--- src/rtl/axis_fifo.sv ---
// -----------------------------------------------------------------------------
// axis_fifo
//   Synchronous AXI4-Stream FIFO. Holds up to DEPTH beats in total: the beats in
//   a DEPTH-entry array plus the one in a registered output stage. All sideband
//   fields (tkeep, tlast, tid, tdest, tuser) pass through unchanged. tlast has no
//   effect on flow. No combinational path exists between the two handshakes:
//   s_axis_tready depends only on registered state, and m_axis_* are flops.
//
// Ports
//   clk, rst             clock (rising edge), asynchronous active-high reset
//   s_axis_*             input stream (s_axis_tready is an output)
//   m_axis_*             output stream (m_axis_tready is an input)
//   status_depth         beats currently held, 0..DEPTH
//   status_full          status_depth == DEPTH
//   status_empty         status_depth == 0
// -----------------------------------------------------------------------------
module axis_fifo #(
  parameter int DATA_WIDTH = 8,
  parameter int KEEP_WIDTH = DATA_WIDTH / 8,
  parameter int ID_WIDTH   = 8,
  parameter int DEST_WIDTH = 8,
  parameter int USER_WIDTH = 1,
  parameter int DEPTH      = 16,
  localparam int AW        = $clog2(DEPTH)
) (
  input  logic                  clk,
  input  logic                  rst,

  input  logic [DATA_WIDTH-1:0] s_axis_tdata,
  input  logic [KEEP_WIDTH-1:0] s_axis_tkeep,
  input  logic                  s_axis_tvalid,
  output logic                  s_axis_tready,
  input  logic                  s_axis_tlast,
  input  logic [ID_WIDTH-1:0]   s_axis_tid,
  input  logic [DEST_WIDTH-1:0] s_axis_tdest,
  input  logic [USER_WIDTH-1:0] s_axis_tuser,

  output logic [DATA_WIDTH-1:0] m_axis_tdata,
  output logic [KEEP_WIDTH-1:0] m_axis_tkeep,
  output logic                  m_axis_tvalid,
  input  logic                  m_axis_tready,
  output logic                  m_axis_tlast,
  output logic [ID_WIDTH-1:0]   m_axis_tid,
  output logic [DEST_WIDTH-1:0] m_axis_tdest,
  output logic [USER_WIDTH-1:0] m_axis_tuser,

  output logic [AW:0]           status_depth,
  output logic                  status_full,
  output logic                  status_empty
);

  localparam int EW = DATA_WIDTH + KEEP_WIDTH + 1 + ID_WIDTH + DEST_WIDTH + USER_WIDTH;
  localparam logic [AW:0] FULL_COUNT = (AW + 1)'(DEPTH);

  logic [EW-1:0] mem [DEPTH];

  logic [AW:0]   wr_ptr_q, wr_ptr_d;
  logic [AW:0]   rd_ptr_q, rd_ptr_d;
  logic          m_valid_q, m_valid_d;
  logic [EW-1:0] out_q, out_d;

  logic [EW-1:0] s_beat;
  logic [AW:0]   arr_count;
  logic          arr_empty;
  logic          push;
  logic          out_free;
  logic          load_arr;
  logic          bypass;
  logic          write_arr;

  assign s_beat = {s_axis_tdata, s_axis_tkeep, s_axis_tlast,
                   s_axis_tid, s_axis_tdest, s_axis_tuser};

  assign {m_axis_tdata, m_axis_tkeep, m_axis_tlast,
          m_axis_tid, m_axis_tdest, m_axis_tuser} = out_q;
  assign m_axis_tvalid = m_valid_q;

  // Occupancy comes from registered pointers plus the output-stage valid only,
  // so s_axis_tready never sees m_axis_tready combinationally.
  assign arr_count     = wr_ptr_q - rd_ptr_q;
  assign arr_empty     = (wr_ptr_q == rd_ptr_q);
  assign status_depth  = arr_count + {{AW{1'b0}}, m_valid_q};
  assign status_full   = (status_depth == FULL_COUNT);
  assign status_empty  = (status_depth == '0);
  assign s_axis_tready = !status_full;

  assign push     = s_axis_tvalid && s_axis_tready;
  assign out_free = !m_valid_q || m_axis_tready;
  // Output stage takes the array head first; only when the array is empty does
  // an incoming beat skip the array, which gives the one-cycle first-word latency.
  assign load_arr  = out_free && !arr_empty;
  assign bypass    = push && out_free && arr_empty;
  assign write_arr = push && !bypass;

  // NOTE: every variable driven here gets a default first, otherwise a path that
  // leaves it unassigned infers a latch.
  always_comb begin
    wr_ptr_d  = wr_ptr_q + {{AW{1'b0}}, write_arr};
    rd_ptr_d  = rd_ptr_q + {{AW{1'b0}}, load_arr};
    out_d     = out_q;
    m_valid_d = m_valid_q;
    if (load_arr) begin
      out_d     = mem[rd_ptr_q[AW-1:0]];
      m_valid_d = 1'b1;
    end else if (bypass) begin
      out_d     = s_beat;
      m_valid_d = 1'b1;
    end else if (m_valid_q && m_axis_tready) begin
      m_valid_d = 1'b0;
    end
  end

  // NOTE: state registers use non-blocking assignments so every flop samples the
  // pre-edge values regardless of evaluation order.
  always_ff @(posedge clk or posedge rst) begin
    if (rst) begin
      wr_ptr_q  <= '0;
      rd_ptr_q  <= '0;
      m_valid_q <= 1'b0;
      out_q     <= '0;
    end else begin
      wr_ptr_q  <= wr_ptr_d;
      rd_ptr_q  <= rd_ptr_d;
      m_valid_q <= m_valid_d;
      out_q     <= out_d;
    end
  end

  // NOTE: the storage array has no reset; entries are only read after being
  // written, and leaving it unreset lets it map onto RAM.
  always_ff @(posedge clk) begin
    if (write_arr) begin
      mem[wr_ptr_q[AW-1:0]] <= s_beat;
    end
  end

endmodule
--- config.mk ---
export PLATFORM = sky130hd
export DESIGN_NAME = axis_fifo
export DESIGN_NICKNAME = d
export VERILOG_FILES = /design/src/rtl/axis_fifo.sv
export SDC_FILE = /design/constraint.sdc
export NUM_CORES = 1
export LEC_CHECK = 0
export CAP_MARGIN = 20
export CORE_MARGIN = 2
export CORE_UTILIZATION = 42
export CTS_CLUSTER_DIAMETER = 50
export CTS_CLUSTER_SIZE = 10
export DETAILED_ROUTE_END_ITERATION = 7
export PLACE_DENSITY = 0.56
export SLEW_MARGIN = 40
export SYNTH_ARGS = -nofsm -noshare
export SYNTH_HDL_FRONTEND = slang
export SYNTH_SLANG_ARGS = --single-unit
--- constraint.sdc ---
create_clock -name clk -period 8.05 [get_ports clk]
set_input_delay 1.61 -clock clk [delete_from_list [all_inputs] [get_ports clk]]
set_output_delay 1.61 -clock clk [all_outputs]
set_load 0.02 [all_outputs]
==> summary.md <==
| Metric | Value |
|---|---|
| Status | `completed` |
| First-pass GRT wire length | `60900 um` |
| Worst-skew pair later-pin latency | `0.59 ns` |
| H-tree depth | `2` |
| Most frequent CP cell | `inv_1` |
| Setup Viol. Count Final | `0` |
| Pwr Total | `8.17 mW` |
| R2R Path End | `mem[14][3]$_DFFE_PP_` |
| Number of synthesized register bits | `470` |
| Commonest cells post-synth | `432 x edfxtp_1, 108 x mux4_2, 54 x a22oi_1, 38 x dfrtp_1, 31 x nand3_1` |
| Die H | `212 um` |
| Gate power share | `32.7%` |
| Slew Viols, Final | `0` |
| Power per cell area | `383 nW/um^2` |
| CTS resizes | `0` |
| Final nets | `979` |
| Core Footprint | `42800 sq um` |
| FF-to-FF setup slack | `3.53 ns` |
| Vias per cell | `5.71` |
| CTS Hold Bufs | `0` |
| Synth Flop Type | `edfxtp_1` |
| P&R area growth vs syn | `18.0%` |
| Crit-path slowest cell | `dfrtp_4` |
| 1st-pass router iterations | `6` |
| Layout cells sized above 1 | `26.3%` |
| Static leakage | `6.80 nW` |
| Largest net degree at the start of global routing | `57` |
| Clock transition at path regs | `0.05 ns` |
| Syn. warnings | `0` |
| Rows | `76` |
| Starting DRT DRC Count | `726` |
| Largest stage delay on the critical path | `0.96 ns` |
| Final hold vios | `0` |
| # fillers | `3466` |
| Vias in the first global route | `9096` |
| Sw Share | `31.5%` |
| Non-Filler Instances | `1526` |
| CTS max path bufs | `3` |
| Unique cell type count in the Yosys netlist | `41` |
| Synthesized instance count | `823` |
| Antenna-violating nets left | `0` |
| GRT Util Overall | `18.9%` |
| Critical-path maximum fanout | `56` |
| Placed Instances | `1424` |
| CP Capture Point | `s_axis_tready` |
| Final TNS setup | `0 ns` |
| CTS tree | `yes` |
| Drt wl/cell | `26.8 um` |
| WP data arrival | `4.17 ns` |
| Mapped Nets | `867` |
| NetSw | `2.58 mW` |
| Count leader, synth | `edfxtp_1` |
| Full die area | `44800 sq um` |
| RSZ-0062 raised after global routing | `false` |
| Post-synth EDFFs | `432` |
| Gr ovfl total | `0` |
| P_int | `5.60 mW` |
| Clock power share | `27.3%` |
| Clock skew | `0.0327 ns` |
| Worst Setup SP | `rd_ptr_q[1]$_DFF_PP0_` |
| Maxcap violations | `0` |
| Top cell type's share of synthesized area | `71.7%` |
| Post-synthesis sequential area ratio | `76.9%` |
| Clock buffer count from CTS | `55` |
| Clk sinks | `470` |
| Hpwl dp | `22300 um` |
| WP data required | `6.44 ns` |
| CP Class | `reg2out` |
| Gpl congestion | `0.711` |
| Fin crit share | `71.8%` |
| Worst hold path type | `reg2reg` |
| Die Wd | `212 um` |
| Max IR drop VDD | `206 uV` |
| Reg power frac | `40.0%` |
| Drc violations | `0` |
| Cell accounting for the most synthesized area | `edfxtp_1` |
| Critical R2R Launch | `rd_ptr_q[1]$_DFF_PP0_` |
| IO Count | `67` |
| Total setup buffers inserted after CTS | `0` |
| Crit path cell chain | `inv_1 -> ha_1 -> fa_1 -> a21o_1 -> a21oi_2 -> xor2_1 -> inv_1 -> o21ai_0 -> clkdlybuf4s50_1` |
| Initial Utilization | `42.3%` |
| Relative slew slack | `44.2%` |
| CTS Root Cell | `clkbuf_16` |
| Ant. Diodes | `0` |
| Routed WL | `40800 um` |
| Cell area after synthesis | `18100 sq um` |
| Minimum clock period | `5.78 ns` |
| FMAX | `173 MHz` |
| Crit. End Element | `output port` |
| Core Util, Final | `49.9%` |
| CP startpoint kind | `flop` |
| Reg2Reg Depth | `10` |
| Initial antenna violation count | `1` |
| Avg Cell Area, Syn | `22.0 sq um` |
| Worst-margin pin slew | `0.838 ns` |
| Number of I/O port buffers | `66` |
| Hold Slack | `0.514 ns` |
| DR vias | `8712` |
| Fraction of registers with async set/reset | `8.09%` |
| Area contributors post-synth | `edfxtp_1 72%, mux4_2 13%, dfrtp_1 5.3%` |
-- state kept, by name (all words and copies together), names as in the netlist --
register       count
mem              432
m_axis_tvalid      1
out_q             27
wr_ptr_q           5
rd_ptr_q           5
-- layer usage --
metal  up-vias  share of wire, %  global-route usage [%]  wire length (um)
met3        65               4.5                    3.06              1850
met5         -             0.032                       0                13
met2       204                50                    31.3             20400
met1      4706                43                    26.2             17700
li1       3735                 -                       -                 -
met4         2               2.0                    5.54               808
-- layout make-up --
type	instances	area (sq um)	area share [%]
clock buffer	96	1530	7.17
clock inverter	6	63.8	0.299
inverter	10	37.5	0.176
multi-input combinational	299	4090	19.1
sequential	470	13900	65.3
tap	546	683	3.20
timing repair buffer	99	1020	4.76
-- cells in the final DEF (no fill, tap or decap), types with 2 or more instances in the layout --
cell type | netlist | final
nor2_4 | 0 | 9
nor3_1 | 3 | 2
mux4_2 | 108 | 108
buf_4 | 1 | 22
xor2_2 | 2 | 2
dfrtp_1 | 38 | 36
nor2_1 | 11 | 2
dfrtp_4 | 0 | 2
inv_1 | 10 | 9
nor4_2 | 0 | 3
clkbuf_16 | 0 | 55
ha_1 | 12 | 12
xnor2_1 | 6 | 6
clkdlybuf4s50_1 | 0 | 66
a22oi_1 | 54 | 54
xor2_1 | 3 | 3
buf_16 | 0 | 3
clkbuf_1 | 20 | 41
nand3_1 | 31 | 31
edfxtp_1 | 432 | 432
buf_8 | 0 | 5
inv_6 | 0 | 2
o221a_2 | 26 | 26
and2_1 | 2 | 2
nand2_1 | 10 | 10
a21o_1 | 2 | 2
buf_6 | 5 | 3
nor2b_1 | 3 | 3
nor4b_2 | 0 | 4
nor3b_4 | 0 | 2
-- cell families after synthesis --
kind of cell | Yosys count | synth area share, %
AO/OA/AOI/OAI | 91 | 4.42
XOR/XNOR | 11 | 0.615
adder cells (fa/ha/maj) | 13 | 0.940
buffers and inverters | 54 | 1.43
flip-flops | 470 | 76.9
multiplexers | 108 | 13.4
AND/OR/NAND/NOR | 76 | 2.22
-- worst min path at each step --
stage | slack, ns | end | cells after the start | from
after floorplan | 0.49 | rd_ptr_q[3]$_DFF_PP0_ | 1 | rd_ptr_q[3]$_DFF_PP0_
after global placement | 0.51 | wr_ptr_q[4]$_DFF_PP0_ | 1 | wr_ptr_q[4]$_DFF_PP0_
after detailed placement | 0.51 | wr_ptr_q[4]$_DFF_PP0_ | 1 | wr_ptr_q[4]$_DFF_PP0_
after CTS | 0.52 | wr_ptr_q[4]$_DFF_PP0_ | 1 | wr_ptr_q[4]$_DFF_PP0_
after global routing | 0.55 | wr_ptr_q[4]$_DFF_PP0_ | 1 | wr_ptr_q[4]$_DFF_PP0_
final | 0.51 | wr_ptr_q[4]$_DFF_PP0_ | 1 | wr_ptr_q[4]$_DFF_PP0_
-- critical path: cells and delay by family, from the launching register on --
kind                     cells  cell delay (ns)
flip-flops                   1             0.96
buffers and inverters        3             0.91
XOR/XNOR                     1             0.42
AO/OA/AOI/OAI                3             0.52
adder cells (fa/ha/maj)      2             0.79
-- power groups by stage --
stage / combinational [mW] / clock, mW / sequential (mW)
floorplan: 1.76 / 0 / 3.26
global placement: 2.65 / 0 / 3.32
detailed placement: 2.72 / 0 / 3.33
CTS: 2.73 / 2.28 / 3.28
global route: 2.89 / 2.37 / 3.32
finish: 2.67 / 2.23 / 3.27
-- per-stage QoR --
step	setup WS [ns]	instance area, sq um
final	2.27	21300
after global routing	2.01	21300
after CTS	2.18	21300
after detailed placement	2.80	19800
after global placement	2.85	19600
after floorplan	1.98	18100
No activity file was read; power rests on OpenSTA's default activity.
